<file path="src/rtl/systolic_batch_ctrl.sv">
// Batch controller for a SIZE x SIZE systolic MAC array fed by per-row X/W FIFOs.
// Sequences LOAD -> MAC (skewed reads) -> DRAIN -> OUT (row handoff) and restarts.
module systolic_batch_ctrl #(
    parameter int unsigned SIZE  = 16,
    parameter int unsigned DEPTH = 16,
    localparam int unsigned CW   = $clog2(DEPTH + SIZE) + 1,
    localparam int unsigned RW   = (SIZE > 1) ? $clog2(SIZE) : 1
) (
    input  logic            clk,
    input  logic            rst_n,
    input  logic            x_send_val,
    output logic            x_send_rdy,
    input  logic            w_send_val,
    output logic            w_send_rdy,
    input  logic [SIZE-1:0] x_fifo_full,
    input  logic [SIZE-1:0] x_fifo_empty,
    output logic [SIZE-1:0] x_fifo_wen,
    output logic [SIZE-1:0] x_fifo_ren,
    input  logic [SIZE-1:0] w_fifo_full,
    input  logic [SIZE-1:0] w_fifo_empty,
    output logic [SIZE-1:0] w_fifo_wen,
    output logic [SIZE-1:0] w_fifo_ren,
    output logic            mac_en,
    output logic            acc_clr,
    output logic            out_val,
    input  logic            out_rdy,
    output logic [RW-1:0]   out_row,
    output logic            busy,
    output logic            err
);

    localparam logic [CW-1:0] MAC_LAST   = CW'(DEPTH + SIZE - 2);
    localparam logic [CW-1:0] DRAIN_LAST = CW'(SIZE - 1);
    localparam logic [CW-1:0] DEPTH_CW   = CW'(DEPTH);
    localparam logic [RW-1:0] ROW_LAST   = RW'(SIZE - 1);

    typedef enum logic [1:0] {
        S_LOAD  = 2'd0,
        S_MAC   = 2'd1,
        S_DRAIN = 2'd2,
        S_OUT   = 2'd3
    } state_t;

    state_t          state_q, state_d;
    logic [CW-1:0]   cnt_q, cnt_d;
    logic [RW-1:0]   row_q, row_d;
    logic            err_q, err_d;

    logic            all_full;
    logic [SIZE-1:0] skew_ren;
    logic            x_rdy_c, w_rdy_c;
    logic [SIZE-1:0] x_wen_c, w_wen_c, ren_c;
    logic            mac_en_c, acc_clr_c, out_val_c;
    logic            rd_err;

    assign all_full = (&x_fifo_full) & (&w_fifo_full);

    // Row i reads while 0 <= cnt-i < DEPTH; cnt<i wraps to a value above DEPTH.
    always_comb begin
        skew_ren = '0;
        for (int unsigned i = 0; i < SIZE; i++) begin
            skew_ren[i] = (cnt_q - CW'(i)) < DEPTH_CW;
        end
    end

    assign rd_err = |((x_fifo_ren & x_fifo_empty) | (w_fifo_ren & w_fifo_empty));

    always_ff @(posedge clk) begin
        if (!rst_n) begin
            state_q <= S_LOAD;
            cnt_q   <= '0;
            row_q   <= '0;
            err_q   <= 1'b0;
        end else begin
            state_q <= state_d;
            cnt_q   <= cnt_d;
            row_q   <= row_d;
            err_q   <= err_d;
        end
    end

    always_comb begin
        state_d   = state_q;
        cnt_d     = cnt_q;
        row_d     = row_q;
        err_d     = err_q | rd_err;
        x_rdy_c   = 1'b0;
        w_rdy_c   = 1'b0;
        x_wen_c   = '0;
        w_wen_c   = '0;
        ren_c     = '0;
        mac_en_c  = 1'b0;
        acc_clr_c = 1'b0;
        out_val_c = 1'b0;

        unique case (state_q)
            S_LOAD: begin
                x_rdy_c = !all_full;
                w_rdy_c = !all_full;
                x_wen_c = {SIZE{x_send_val & x_rdy_c}};
                w_wen_c = {SIZE{w_send_val & w_rdy_c}};
                if (all_full) begin
                    state_d = S_MAC;
                    cnt_d   = '0;
                end
            end
            S_MAC: begin
                ren_c    = skew_ren;
                mac_en_c = 1'b1;
                if (cnt_q == MAC_LAST) begin
                    state_d = S_DRAIN;
                    cnt_d   = '0;
                end else begin
                    cnt_d = cnt_q + CW'(1);
                end
            end
            S_DRAIN: begin
                mac_en_c = 1'b1;
                if (cnt_q == DRAIN_LAST) begin
                    state_d = S_OUT;
                    cnt_d   = '0;
                end else begin
                    cnt_d = cnt_q + CW'(1);
                end
            end
            S_OUT: begin
                out_val_c = 1'b1;
                if (out_rdy) begin
                    if (row_q == ROW_LAST) begin
                        acc_clr_c = 1'b1;
                        state_d   = S_LOAD;
                        row_d     = '0;
                    end else begin
                        row_d = row_q + RW'(1);
                    end
                end
            end
            default: begin
                state_d = S_LOAD;
                cnt_d   = '0;
                row_d   = '0;
            end
        endcase
    end

    // Every output is forced low while reset is asserted.
    assign x_send_rdy = rst_n & x_rdy_c;
    assign w_send_rdy = rst_n & w_rdy_c;
    assign x_fifo_wen = rst_n ? x_wen_c : '0;
    assign w_fifo_wen = rst_n ? w_wen_c : '0;
    assign x_fifo_ren = rst_n ? ren_c : '0;
    assign w_fifo_ren = rst_n ? ren_c : '0;
    assign mac_en     = rst_n & mac_en_c;
    assign acc_clr    = rst_n & acc_clr_c;
    assign out_val    = rst_n & out_val_c;
    assign out_row    = rst_n ? row_q : '0;
    assign busy       = rst_n & (state_q != S_LOAD);
    assign err        = rst_n & err_q;

endmodule

</file>
<file path="config.mk">
export PLATFORM = sky130hd
export DESIGN_NAME = systolic_batch_ctrl
export DESIGN_NICKNAME = d
export VERILOG_FILES = /design/src/rtl/systolic_batch_ctrl.sv
export SDC_FILE = /design/constraint.sdc
export NUM_CORES = 1
export LEC_CHECK = 0
export CAP_MARGIN = 20
export CORE_ASPECT_RATIO = 1.2
export CORE_UTILIZATION = 37
export DETAILED_ROUTE_END_ITERATION = 16
export PLACE_DENSITY = 0.82
export SLEW_MARGIN = 20
export SYNTH_ARGS = -nofsm -noshare
export SYNTH_HDL_FRONTEND = slang
export SYNTH_SLANG_ARGS = --single-unit
</file>
<file path="constraint.sdc">
create_clock -name clk -period 2.33 [get_ports clk]
set_clock_uncertainty 0.1 [all_clocks]
set_input_delay 0.3495 -clock clk [delete_from_list [all_inputs] [get_ports clk]]
set_output_delay 0.3495 -clock clk [all_outputs]
set_load 0.02 [all_outputs]
</file>
==> metrics.cfg <==
[outcome]
status=completed

[final_layout]
synthToLayoutAreaGrowth_pct=73.8
layout.nets=528
drive_gt1_share_pct=37.4
num_antenna_cells=0
instances_no_fill=524

[floorplan]
dieHeight_um=86.1
die_area_um2=6200
coreArea_um2=5670
ios=144
start_util_pct=38.4
die_w_um=72.0
row_count=30

[power_and_ir_drop]
switching_power_mw=0.525
clockPowerShare_pct=15.9
intPower_mw=0.756
power_leakage_nw=1.84
power_frac_comb_pct=65.5
pwr-share-seq_pct=18.6
p_total_mw=1.28
p_sw_share_pct=41.0
power.density_nw_per_um2=339
ir_drop_v=0.000324

[worst_setup_path]
rr_endpoint=err_q
r2r_cells=9
cpPeakStageDelay_ns=0.36
arrival_ns=1.84
critPathTopFamily=buffers and inverters
reg2reg_from=state_q[1]
required_ns=1.88
rrSetupSlack_ns=0.14
endpoint_kind=output port
critPathKind=flip-flop to output port
cp_max_fo=8
critical_path.slowest_cell=dfxtp_4
critPathLaunchType=flip-flop
cp_cell_sequence=buf_4 > ha_4 > xnor2_1 > nor3_1 > a21oi_1 > nor2_1 > dlygate4sd2_1
path_buf_inv=2

[drt]
ant_nets=0
drc=0
topRoutingLayerUsed=met4
wl_met3_um=445
wl_per_cell_um=14.5
first_pass_iters=4
drt_iter0_drc=120
via_per_inst=5.02
routed_wirelength_um=7590
wl_met1_um=2800
vias=2633
dr_wl_met2_um=4270

[timing]
rsz0062_at_grt=yes
post-route-min-period_ns=2.28
setup_slack_ns=0.0450
final-hold-violation-count=0
setup_viol=0
finalMaxSlewViolations=0
max_freq_mhz=438
worst_pin_slew_ns=0.407
timing.final.crit_share_pct=98.1
slew_headroom_pct=72.7

[clocking]
cts_made_buffers=3
tritoncts=yes
clk_pin_slew_worst_paths_ns=0.06
insertion_delay_ns=0.25
cts_hold_buf=0
clockRootBuffer=clkbuf_8
htreeDepth=1
clock_sinks=13
clk_path_buf_depth=2

[logic_synthesis]
synth_warnings=0
ys_ff_latch=13
syn_area_um2=2180
synth_ff_type=dfxtp_1
synthDistinctLibCells=54
syn_nets=377
netlist_instances=294
avgSynthCellArea_um2=7.41
async_flop_share_pct=0
yosysSeqAreaShare_pct=11.9
synth_edf_count=0

[hold_path]
hp-class=flip-flop to flip-flop
whs_path_depth=2
hold-path-endpoint=row_q[1]
min-delay-start=row_q[1]

[grt]
grt_overflow=0
grtUsageTotal_pct=22.9
grt_pass1_wl_um=11700
grt_pass1_vias=2632
grt_max_degree=17
grt_antenna_before_repair=0

[placement]
port_buffers=143
place.gp.congestion=0.866
hpwl_um=5980
dp.cells=513
dp_slack_ns=-0.637

[run]
maxCapViolations=0

-- metrics by stage --
| step | setup TNS (ns) | cell area (µm²) | hold slack [ns] | utilization [%] |
|---|---|---|---|---|
| CTS | -0.0676 | 3740 | 0.406 | 65.9 |
| finish | 0 | 3790 | 0.405 | 66.8 |
| detailed placement | -27.59 | 3750 | 0.394 | 66.2 |
| global placement | -24.71 | 3750 | 0.387 | 66.2 |
| floorplan | 0 | 2210 | 0.362 | - |
| global route | -0.134 | 3790 | 0.428 | 66.8 |
-- cells by family (layout without fill, tap and decap cells) --
group | count (synthesis) | after routing | share of synthesized area [%]
adder cells (fa/ha/maj) | 14 | 14 | 8.04
flip-flops | 13 | 13 | 11.9
multiplexers | 4 | 4 | 1.84
buffers and inverters | 72 | 221 | 22.2
XOR/XNOR | 17 | 17 | 6.84
AO/OA/AOI/OAI | 67 | 67 | 22.7
AND/OR/NAND/NOR | 107 | 108 | 26.4
-- worst reg2reg max path, stage by stage, from the launching register on --
cell	delay, ns
dfxtp_1	0.33
inv_1	0.06
buf_4	0.13
ha_2	0.18
and2_2	0.23
buf_4	0.16
o211a_1	0.11
a22o_1	0.26
a2111oi_4	0.31
a41oi_2	0.17
-- synth_stat cells (all sizes together) (2+ instances only) --
master | n | area, µm²
a211oi | 6 | 55.1
a21boi | 2 | 15.0
a21oi | 12 | 60.1
a22oi | 2 | 15.0
a41oi | 2 | 17.5
and2 | 12 | 75.1
and3 | 6 | 37.5
buf | 57 | 425
clkbuf | 4 | 15.0
dfxtp | 13 | 260
ha | 14 | 175
inv | 10 | 40.0
mux2i | 4 | 40.0
nand2 | 15 | 56.3
nand2b | 6 | 37.5
nand3 | 8 | 40.0
nand4 | 12 | 75.1
nor2 | 19 | 71.3
nor2b | 2 | 12.5
nor3 | 14 | 75.1
nor4 | 4 | 31.3
o211ai | 6 | 50.1
o21a | 4 | 30.0
o21ai | 15 | 75.1
o2bb2ai | 2 | 17.5
o31ai | 4 | 30.0
or2 | 6 | 37.5
xnor2 | 15 | 131
xor2 | 2 | 17.5
-- worst max-delay path by stage --
stage | startpoint | end | cells past startpoint
2_1_floorplan | cnt_q[4] | x_fifo_ren[13] | 8
5_1_grt | cnt_q[1] | w_fifo_ren[9] | 7
3_3_place_gp | x_fifo_full[7] | w_fifo_wen[15] | 6
3_5_place_dp | x_fifo_full[10] | w_fifo_wen[7] | 6
6_report | cnt_q[3] | w_fifo_ren[10] | 7
4_1_cts | w_fifo_full[7] | w_fifo_wen[14] | 9
-- layer usage --
metal  up-vias  GRT usage (%)
li1       1299              -
met1      1231           24.6
met2        95           46.1
met3         8           3.17
met4         0           5.53
met5         -              0
-- area by class of cell --
cell class / instances / area, µm²
sequential: 13 / 268
timing repair buffer: 206 / 1730
tap: 80 / 100
inverter: 11 / 48.8
multi-input combinational: 210 / 1600
fill: 523 / 1880
clock buffer: 4 / 45.0
-- sequential cells by signal, summed over array words and instances, names as in the netlist --
signal	flops
err_q	1
cnt_q	6
row_q	4
state_q	2
-- power by group through the flow --
stage	sequential (mW)	clock, mW	combinational, mW
after global routing	0.240	0.213	0.903
final	0.239	0.204	0.839
after detailed placement	0.245	0	0.890
after CTS	0.240	0.209	0.848
after global placement	0.244	0	0.880
after floorplan	0.247	0	0.491
-- layout by cell type, fill, tap and decap left out, types with 5 or more instances in the layout --
cell             Yosys  final
xnor2_1             15     15
clkbuf_2             0      8
ha_1                14      9
buf_2                4     30
clkdlybuf4s15_2      0     11
nor2_1              19     17
inv_1                5      5
nor3_2               1      7
nand4_1             12     12
clkdlybuf4s50_1      0     40
or2_2                6      6
dlygate4sd2_1        0     38
a21oi_1             12     11
nor3_1              13      7
o21ai_1              3      5
dfxtp_1             13      9
buf_4               51     62
dlymetal6s2s_1       0      9
nand2_1             15     14
and2_1              12     11
o21ai_0             12     10
o211ai_1             5      5
nand3_1              8      8
nand2b_1             6      6
-- repair_timing --
item	4_1_cts	5_1_grt
gates cloned	1	0
setup buffers	6	1
setup endpoints to repair	71	59
pin swaps	14	16
resized for setup	237	52
Power figures use the tool's default switching activity.
